<file path="config.mk">
export PLATFORM = sky130hd
export DESIGN_NAME = muldiv_unit
export DESIGN_NICKNAME = d
export VERILOG_FILES = /design/src/rtl/muldiv_unit.sv
export SDC_FILE = /design/constraint.sdc
export NUM_CORES = 1
export LEC_CHECK = 0
export CELL_PAD_IN_SITES_DETAIL_PLACEMENT = 1
export CELL_PAD_IN_SITES_GLOBAL_PLACEMENT = 1
export CORE_ASPECT_RATIO = 1.2
export CORE_MARGIN = 10
export CORE_UTILIZATION = 44
export CTS_CLUSTER_DIAMETER = 80
export DETAILED_ROUTE_END_ITERATION = 16
export PLACE_DENSITY_LB_ADDON = 0.1
export SYNTH_ARGS = -nofsm -noshare
export SYNTH_HDL_FRONTEND = slang
export SYNTH_SLANG_ARGS = --single-unit
export TNS_END_PERCENT = 50
</file>
<file path="constraint.sdc">
create_clock -name clk -period 4.1 [get_ports clk]
set_clock_uncertainty 0.15 [all_clocks]
set_input_delay 1.025 -clock clk [delete_from_list [all_inputs] [get_ports clk]]
set_output_delay 1.025 -clock clk [all_outputs]
set_load 0.01 [all_outputs]
</file>
<file path="src/rtl/muldiv_unit.sv">
// muldiv_unit: multi-cycle unsigned multiply / divide / modulo engine for the
// xcHa0s datapath. It runs beside the single-cycle ALU and stalls the control
// unit through `ready` while an iterative operation is in flight.
//
// Ports:
//   clk        - clock, all state updates on the rising edge
//   rst_n      - asynchronous active-low reset
//   opsel      - operation select from the control unit
//   srcA       - operand A (multiplicand / dividend)
//   srcB       - operand B (multiplier / divisor)
//   ready      - current instruction may retire this cycle
//   busy       - iterative operation in progress (BUSY or DONE)
//   result     - ACC value: MUL low product, DIV quotient, MOD remainder
//   result_hi  - X value:   MUL high product, DIV remainder, MOD quotient
//   flags      - {ZF, NF, CF, OF}
module muldiv_unit #(
    parameter logic [4:0] OP_MUL = 5'd13,
    parameter logic [4:0] OP_DIV = 5'd14,
    parameter logic [4:0] OP_MOD = 5'd15
) (
    input  logic        clk,
    input  logic        rst_n,
    input  logic [4:0]  opsel,
    input  logic [15:0] srcA,
    input  logic [15:0] srcB,
    output logic        ready,
    output logic        busy,
    output logic [15:0] result,
    output logic [15:0] result_hi,
    output logic [3:0]  flags
);

    typedef enum logic [1:0] {StIdle, StBusy, StDone} state_e;

    state_e      state_q;
    logic [4:0]  opsel_q;
    logic [15:0] a_q;
    logic [15:0] b_q;
    logic [4:0]  cnt_q;
    // MUL: full 32-bit accumulator (multiplier starts in the low half).
    // DIV/MOD: low half holds the dividend, shifted out MSB-first while the
    // quotient bits are shifted in from the bottom.
    logic [31:0] acc_q;
    logic [15:0] rem_q;
    logic [15:0] result_q;
    logic [15:0] result_hi_q;
    logic [3:0]  flags_q;

    logic        start;
    logic        is_mul;
    logic        is_div;
    logic [16:0] mul_sum;
    logic [31:0] mul_next;
    logic [16:0] rem_sh;
    logic [15:0] rem_next;
    logic [15:0] quo_next;
    logic        mul_hi_nz;

    assign start  = (opsel == OP_MUL) || (opsel == OP_DIV) || (opsel == OP_MOD);
    assign is_mul = (opsel_q == OP_MUL);
    assign is_div = (opsel_q == OP_DIV);

    // One iteration of each algorithm, evaluated from the current registers.
    always_comb begin
        mul_sum  = {1'b0, acc_q[31:16]} + (acc_q[0] ? {1'b0, a_q} : 17'd0);
        mul_next = {mul_sum, acc_q[15:1]};

        rem_sh   = {rem_q, acc_q[15]};
        rem_next = rem_sh[15:0];
        quo_next = {acc_q[14:0], 1'b0};
        if (rem_sh >= {1'b0, b_q}) begin
            // True difference is below b_q, so the low 16 bits are exact.
            rem_next    = rem_sh[15:0] - b_q;
            quo_next[0] = 1'b1;
        end

        mul_hi_nz = (mul_next[31:16] != 16'd0);
    end

    always_ff @(posedge clk or negedge rst_n) begin
        if (!rst_n) begin
            state_q     <= StIdle;
            opsel_q     <= 5'd0;
            a_q         <= 16'd0;
            b_q         <= 16'd0;
            cnt_q       <= 5'd0;
            acc_q       <= 32'd0;
            rem_q       <= 16'd0;
            result_q    <= 16'd0;
            result_hi_q <= 16'd0;
            flags_q     <= 4'd0;
        end else begin
            unique case (state_q)
                StIdle: begin
                    if (start) begin
                        opsel_q <= opsel;
                        a_q     <= srcA;
                        b_q     <= srcB;
                        cnt_q   <= 5'd0;
                        rem_q   <= 16'd0;
                        acc_q   <= (opsel == OP_MUL) ? {16'd0, srcB} : {16'd0, srcA};
                        state_q <= StBusy;
                    end
                end
                StBusy: begin
                    cnt_q <= cnt_q + 5'd1;
                    if (is_mul) begin
                        acc_q <= mul_next;
                    end else begin
                        acc_q <= {16'd0, quo_next};
                        rem_q <= rem_next;
                    end
                    if (cnt_q == 5'd15) begin
                        state_q <= StDone;
                        if (is_mul) begin
                            result_q    <= mul_next[15:0];
                            result_hi_q <= mul_next[31:16];
                            flags_q     <= {mul_next == 32'd0, mul_next[15], mul_hi_nz, mul_hi_nz};
                        end else if (is_div) begin
                            result_q    <= quo_next;
                            result_hi_q <= rem_next;
                            flags_q     <= {quo_next == 16'd0, quo_next[15], 1'b0, b_q == 16'd0};
                        end else begin
                            result_q    <= rem_next;
                            result_hi_q <= quo_next;
                            flags_q     <= {rem_next == 16'd0, rem_next[15], 1'b0, b_q == 16'd0};
                        end
                    end
                end
                StDone: begin
                    state_q <= StIdle;
                end
                default: begin
                    state_q <= StIdle;
                end
            endcase
        end
    end

    // Idle ready is combinational so non-iterative ops retire with no stall;
    // it is gated by rst_n so the control unit never sees ready in reset.
    assign ready     = rst_n && (((state_q == StIdle) && !start) || (state_q == StDone));
    assign busy      = (state_q != StIdle);
    assign result    = result_q;
    assign result_hi = result_hi_q;
    assign flags     = flags_q;

endmodule

</file>
==> results.json, run 1 <==
{
  "status": "finished clean",
  "critPathCaptureType": "register",
  "postCtsSetupBuffers": 0,
  "ys_top_cells_by_count": "132 x sky130_fd_sc_hd__nand2_1, 127 x sky130_fd_sc_hd__dfrtp_1, 86 x sky130_fd_sc_hd__o21ai_0",
  "grt_use_met1_pct": 29.5,
  "power.ir.vdd_worst_uv": 591,
  "wirelength_mm": 28.8,
  "vias_in_the_first_global_route": 7636,
  "initial_utilization_pct": 44.8,
  "drtAntennaViolNets": 0,
  "standby_leakage_power_nw": 4.11,
  "antenna_violations_before_repair": 1,
  "ctsLongestPathBuffers": 2,
  "globalRoute.busiestLayer": "met2",
  "post-synth-top-area-fraction_pct": 40.4,
  "synth-compound-area-share_pct": 22.8,
  "synth_simple_gate_area_share_pct": 17.5,
  "detailroute.via_count": 7264,
  "power.density_nw_per_um2": 987,
  "drt_drc_violations_left": 0,
  "ys.flop_type": "sky130_fd_sc_hd__dfrtp_1",
  "ys_async_sr_fraction_pct": 100,
  "worst_r2r_endpoint": "flags[3]",
  "crit_path_start": "acc_q[15]",
  "synth_top_family_by_area": "compound AO/OA/AOI/OAI gates",
  "postPlaceCellArea_sq_um": 8850,
  "core_region_area_sq_um": 17600,
  "floorplan.rows": 53,
  "synth-edff-count": 0,
  "worstRegToRegCells": 12,
  "synth_top_cells_by_area": "sky130_fd_sc_hd__dfrtp_1 40%, sky130_fd_sc_hd__nand2_1 6.3%, sky130_fd_sc_hd__o21ai_0 5.5%, sky130_fd_sc_hd__ha_1 5.4%, sky130_fd_sc_hd__mux2_2 4.9%",
  "muxShareOfSynthArea_pct": 6.90,
  "gr-total-overflow": 0,
  "detailed_place_hpwl_mm": 21.7,
  "syn-mean-instance-area_sq_um": 8.80,
  "placed_cells": 1155,
  "grt_first_pass_wirelength_mm": 44.8,
  "crit_path_end": "flags[3]",
  "critPathKind": "reg2reg",
  "timing.critical_path.arrival_ns": 3.97,
  "placement.io_buffers": 76,
  "slew_viol_final": 0,
  "global_route.usage.met3_pct": 4.15,
  "holdCritPathClass": "reg2reg",
  "wl_per_cell_um": 24.3,
  "max_freq_ghz": 0.266,
  "syn_inst": 894,
  "multiInputGateArea_sq_um": 4410,
  "crit_path_start_kind": "register",
  "finish.cell_count_without_fillers": 1187,
  "ys_types": 62,
  "clk_pin_slew_worst_paths_ns": 0.07,
  "path_max_fanout": 7,
  "areaGrowthSynthToFinish_pct": 20.1,
  "grt_usage_pct": 24.2,
  "register_area_sq_um": 3180,
  "insertedDiodeCount": 0,
  "share_of_the_synthesized_netlist_area_taken_by_xor_and_xnor_gates_pct": 2.56,
  "yosys.area.top_type": "sky130_fd_sc_hd__dfrtp_1",
  "post_route_cells_drive_above_1_share_pct": 10.3,
  "drt_pre_antenna_iters": 4,
  "ctsRootBufferMaster": "sky130_fd_sc_hd__clkbuf_16",
  "clock_tree_from_tritoncts": "yes",
  "top_level_ports": 77,
  "finalNetCount": 1029,
  "cts.sink_count": 127,
  "grt_use_met2_pct": 41.2,
  "syn-cell-area_sq_um": 7870,
  "layout.filler_cells": 2022,
  "unrepaired_setup_endpoints_after_global_routing": "no",
  "drv.max_cap_violation_count": 0,
  "ys.warnings.count": 0,
  "cts_htree_levels": 4,
  "floorplan.die.height_um": 166,
  "clk_latency_ns": 0.43,
  "synth_fa_ha_area_share_pct": 5.92,
  "fp.dieW_um": 142,
  "post_synthesis_sequential_area_ratio_pct": 40.4,
  "worst-r2r-setup-slack_ns": 0.34,
  "synth_most_common_cell": "sky130_fd_sc_hd__nand2_1",
  "number_of_endpoints_with_negative_hold_slack_in_the_final_report": 0,
  "final_min_period_over_clock_period_pct": 91.6,
  "grt_max_degree": 128,
  "vias_per_cell": 6.12,
  "mappedNetlistNets": 969,
  "slew_headroom_pct": 12.8,
  "globalplace.congestion": 0.925,
  "dr.first_iter.drc_count": 357,
  "finish.instance_area_sq_um": 9450,
  "postSynthRegisterBits": 127,
  "finalSetupViolCount": 0,
  "final_total_negative_setup_slack_ns": 0,
  "tightest_slew_ns": 1.30,
  "cts_made_buffers": 17,
  "layout_min_cycle_time_ns": 3.76,
  "die-area_sq_um": 23600,
  "worst_r2r_startpoint": "acc_q[15]",
  "crit_required_ns": 4.31
}
[worst min path at each step]
stage | start | to | slack, ns | depth (start not counted)
3_5_place_dp | opsel_q[2] | opsel_q[2] | 0.30 | 1
5_1_grt | opsel_q[2] | opsel_q[2] | 0.35 | 1
3_3_place_gp | opsel_q[2] | opsel_q[2] | 0.30 | 1
4_1_cts | opsel_q[2] | opsel_q[2] | 0.32 | 1
2_1_floorplan | opsel_q[2] | opsel_q[2] | 0.29 | 1
6_report | opsel_q[2] | opsel_q[2] | 0.32 | 1
[what timing repair did]
action / in CTS / in global routing
hold buffers: 0 / 0
gates resized for setup: 0 / 1
endpoints found under the setup margin: 0 / 1
[worst max-delay path, stage by stage (launching register included)]
cell,delay (ns)
sky130_fd_sc_hd__dfrtp_1,0.47
sky130_fd_sc_hd__inv_1,0.16
sky130_fd_sc_hd__ha_1,0.20
sky130_fd_sc_hd__inv_1,0.06
sky130_fd_sc_hd__fa_1,0.43
sky130_fd_sc_hd__a211oi_2,0.24
sky130_fd_sc_hd__o21ai_0,0.19
sky130_fd_sc_hd__a31oi_1,0.21
sky130_fd_sc_hd__xnor2_1,0.15
sky130_fd_sc_hd__or4_1,0.49
sky130_fd_sc_hd__o32a_1,0.34
sky130_fd_sc_hd__o41ai_2,0.40
sky130_fd_sc_hd__a41o_1,0.22
[registers in the layout, summed over array words and instances (netlist names), 5 cells and up]
signal	cells
result_hi	16
result	15
acc_q	32
b_q	16
a_q	16
rem_q	16
cnt_q	5
opsel_q	5
[cells by family after synthesis]
group / Yosys count
simple gates: 298
compound gates: 284
flops: 127
buf+inv: 76
mux: 50
fa+ha+maj: 36
xor+xnor: 23
[cell type report]
type / instances / area share, %
Clock buffer: 17 / 4.50
Multi-Input combinational cell: 691 / 46.7
Tap cell: 220 / 2.91
Clock inverter: 15 / 1.83
Timing Repair Buffer: 92 / 9.43
Sequential cell: 127 / 33.6
Inverter: 25 / 0.993
[per-stage QoR]
step	worst slack [ns]	hold slack, ns	utilization [%]	power [mW]
after floorplan	0.681	0.289	-	5.77
after global placement	0.385	0.301	50.3	7.48
after detailed placement	0.412	0.305	50.3	7.71
after CTS	0.368	0.323	53.7	9.30
after global routing	0.0986	0.351	53.8	9.99
final	0.344	0.322	53.8	9.32
[cells in the final DEF, fill, tap and decap left out, types with 6 or more instances in the layout]
master	n
sky130_fd_sc_hd__a211oi_1	15
sky130_fd_sc_hd__a21o_1	12
sky130_fd_sc_hd__a21oi_1	67
sky130_fd_sc_hd__a22o_1	17
sky130_fd_sc_hd__a31oi_1	17
sky130_fd_sc_hd__and2_1	18
sky130_fd_sc_hd__and3_1	8
sky130_fd_sc_hd__buf_4	16
sky130_fd_sc_hd__clkbuf_16	17
sky130_fd_sc_hd__clkdlybuf4s50_1	75
sky130_fd_sc_hd__dfrtp_1	127
sky130_fd_sc_hd__ha_1	34
sky130_fd_sc_hd__inv_1	25
sky130_fd_sc_hd__inv_6	6
sky130_fd_sc_hd__mux2_2	34
sky130_fd_sc_hd__mux2i_1	16
sky130_fd_sc_hd__nand2_1	132
sky130_fd_sc_hd__nand3_1	12
sky130_fd_sc_hd__nor2_1	62
sky130_fd_sc_hd__nor2b_1	7
sky130_fd_sc_hd__nor3_1	9
sky130_fd_sc_hd__nor4_1	11
sky130_fd_sc_hd__o211ai_1	21
sky130_fd_sc_hd__o21a_1	10
sky130_fd_sc_hd__o21ai_0	86
sky130_fd_sc_hd__or3_1	6
sky130_fd_sc_hd__or4_1	6
sky130_fd_sc_hd__xnor2_1	17
sky130_fd_sc_hd__xor2_1	6
[routing by layer]
metal,up-vias,wire length [um]
li1,3369,-
met3,57,1150
met4,0,1060
met2,192,14700
met1,3646,11900
met5,-,0
[report_power, final]
group / switching, mW / internal [mW] / total, mW
sequential: 0.503 / 1.79 / 2.29
clock: 0.657 / 0.913 / 1.57
combinational: 3.30 / 2.16 / 5.46
total: 4.46 / 4.86 / 9.32
(Power assumes the default switching activity.)
==> run 2: changes to the inputs <==
--- a/config.mk
+++ b/config.mk
@@ -8,7 +8,6 @@
 export CELL_PAD_IN_SITES_DETAIL_PLACEMENT = 1
 export CELL_PAD_IN_SITES_GLOBAL_PLACEMENT = 1
 export CORE_ASPECT_RATIO = 1.2
-export CORE_MARGIN = 10
 export CORE_UTILIZATION = 44
 export CTS_CLUSTER_DIAMETER = 80
 export DETAILED_ROUTE_END_ITERATION = 16
==> run 2 against run 1 <==
  * Clock power decreased by 8%
  * Core utilization up 0.27 points
  * Register-to-register slack lost 0.07 ns
  * Fmax is 1.9% lower
  * Sequential power about the same
  * Cell count is 0.67% higher
  * Total power increased by 0.59%
  * Critical path depth unchanged
  * Sequential share of layout area about the same
  * Non-clock buffer count rose by 8
  * Hold slack worse by 0.00085 ns
  * Largest cell class unchanged
==> results.json, run 2 (same netlist as run 1, synthesis figures left out) <==
{
  "cts.sink_count": 127,
  "layout_min_cycle_time_ns": 3.83,
  "floorplan.die.height_um": 148,
  "wirelength_mm": 28.9,
  "final_min_period_over_clock_period_pct": 93.3,
  "power.sequential.fraction_pct": 24.5,
  "globalplace.congestion": 0.897,
  "mostFrequentLayoutCells": "132 x sky130_fd_sc_hd__nand2_1, 127 x sky130_fd_sc_hd__dfrtp_1, 86 x sky130_fd_sc_hd__o21ai_0, 75 x sky130_fd_sc_hd__clkdlybuf4s50_1, 67 x sky130_fd_sc_hd__a21oi_1",
  "gr-total-overflow": 0,
  "crit_required_ns": 4.31,
  "antenna_violations_before_repair": 1,
  "dr.first_iter.drc_count": 349,
  "insertedDiodeCount": 0,
  "critPathKind": "reg2reg",
  "ctsRootBufferMaster": "sky130_fd_sc_hd__clkbuf_16",
  "placement.io_buffers": 76,
  "worst_r2r_endpoint": "flags[3]",
  "clock_tree_from_tritoncts": "yes",
  "fin_total_pwr_mw": 9.38,
  "hold_buffers": 0,
  "final_total_negative_setup_slack_ns": 0,
  "drt_drc_violations_left": 0,
  "largest_register_ff_count": 32,
  "power.density_nw_per_um2": 991,
  "p_comb_share_pct": 60.0,
  "clk_latency_ns": 0.43,
  "drtAntennaViolNets": 0,
  "number_of_endpoints_with_negative_hold_slack_in_the_final_report": 0,
  "cts_made_buffers": 17,
  "holdCritPathClass": "reg2reg",
  "power.ir.vdd_worst_uv": 539,
  "worstHoldPathCells": 1,
  "drt_pre_antenna_iters": 4,
  "post_route_cells_drive_above_1_share_pct": 11.1,
  "grt_max_degree": 54,
  "clk_pin_slew_worst_paths_ns": 0.06,
  "worst_r2r_startpoint": "acc_q[0]",
  "core_region_area_sq_um": 17500,
  "areaGrowthSynthToFinish_pct": 20.3,
  "postPlaceCellArea_sq_um": 8890,
  "multiInputGateArea_sq_um": 4410,
  "hold_ws_ns": 0.321,
  "status": "finished clean",
  "cts_htree_levels": 4,
  "power_frac_clock_pct": 15.5,
  "unrepaired_setup_endpoints_after_global_routing": "no",
  "max_freq_ghz": 0.261,
  "hold_startpoint": "opsel_q[2]",
  "slew_headroom_pct": 7.78,
  "place_worst_setup_slack_ns": 0.173,
  "wl_per_cell_um": 24.2,
  "crit_path_start_kind": "register",
  "grt_usage_pct": 32.9,
  "tightest_slew_ns": 1.37,
  "finish.instance_area_sq_um": 9460,
  "layout.filler_cells": 2010,
  "critPathCaptureType": "register",
  "worstRegToRegCells": 12,
  "final_critical_path_setup_slack_ns": 0.273,
  "initial_utilization_pct": 44.9,
  "vias_per_cell": 6.18,
  "netSwitchingFraction_pct": 48.8,
  "path_max_fanout": 14,
  "timing.critical_path.arrival_ns": 4.03,
  "floorplan.rows": 53,
  "grt_first_pass_wirelength_mm": 44.6,
  "standby_leakage_power_nw": 4.13,
  "worst-r2r-setup-slack_ns": 0.27,
  "layout_commonest_cell": "sky130_fd_sc_hd__nand2_1",
  "largest-register": "acc_q",
  "finalNetCount": 1037,
  "drv.max_cap_violation_count": 0,
  "ctsLongestPathBuffers": 2,
  "top_level_ports": 77,
  "postCtsSetupBuffers": 0,
  "slew_viol_final": 0,
  "detailroute.via_count": 7382,
  "switching_power_mw": 4.58,
  "intPower_mw": 4.80,
  "vias_in_the_first_global_route": 7869,
  "die-area_sq_um": 18400,
  "worst_hold_path.endpoint": "opsel_q[2]",
  "detailed_place_hpwl_mm": 21.9,
  "finalSetupViolCount": 0,
  "register_area_sq_um": 3180,
  "fp.dieW_um": 124
}
## run 2: power groups by stage
stage	combinational, mW	clock (mW)	sequential, mW
floorplan	3.59	0	2.18
global placement	5.34	0	2.27
detailed placement	5.54	0	2.30
CTS	5.59	1.47	2.29
global route	6.09	1.52	2.37
finish	5.63	1.45	2.29
## run 2: final cells by class
type	count	area share (%)
clock buffer	18	4.64
clock inverter	14	1.30
inverter	25	0.992
multi-input combinational	691	46.7
sequential	127	33.6
tap	220	2.91
timing repair buffer	100	9.92
## run 2: worst max-delay path by stage
stage,startpoint,to,slack (ns),depth (start not counted)
after CTS,acc_q[0],flags[3],0.13,12
final,acc_q[0],flags[3],0.27,12
after detailed placement,acc_q[0],flags[3],0.17,12
after global placement,acc_q[0],flags[3],0.42,12
after global routing,acc_q[0],flags[3],0.03,12
after floorplan,acc_q[0],flags[3],0.68,14
## run 2: repair_timing
action                                  4_1_cts  5_1_grt
endpoints found under the hold margin         0        0
endpoints found under the setup margin        0        1
gates resized for setup                       0        1
## run 2: through the flow
stage                     util (%)  cells
after CTS                     54.0   1195
after detailed placement      50.8   1163
after global placement        50.8   1163
after floorplan                  -    894
final                         54.0   1195
after global routing          54.0   1195
## run 2: critical path, cell delays in order, from the launching register on
cell,delay (ns)
sky130_fd_sc_hd__dfrtp_1,0.51
sky130_fd_sc_hd__and2_1,0.21
sky130_fd_sc_hd__ha_1,0.22
sky130_fd_sc_hd__fa_1,0.43
sky130_fd_sc_hd__a211oi_1,0.29
sky130_fd_sc_hd__o21ai_0,0.25
sky130_fd_sc_hd__a31oi_2,0.28
sky130_fd_sc_hd__o21ai_0,0.18
sky130_fd_sc_hd__xor2_1,0.21
sky130_fd_sc_hd__nor4_1,0.34
sky130_fd_sc_hd__nand3_1,0.21
sky130_fd_sc_hd__o31ai_1,0.34
sky130_fd_sc_hd__a41o_1,0.14
## run 2: routing by layer
layer	up-vias	part of all wire, %	track usage [%]
met5	-	0.038	0
met4	2	5.9	20.0
met3	74	3.6	4.68
met2	191	50	56.0
met1	3752	40	38.7
li1	3363	-	-
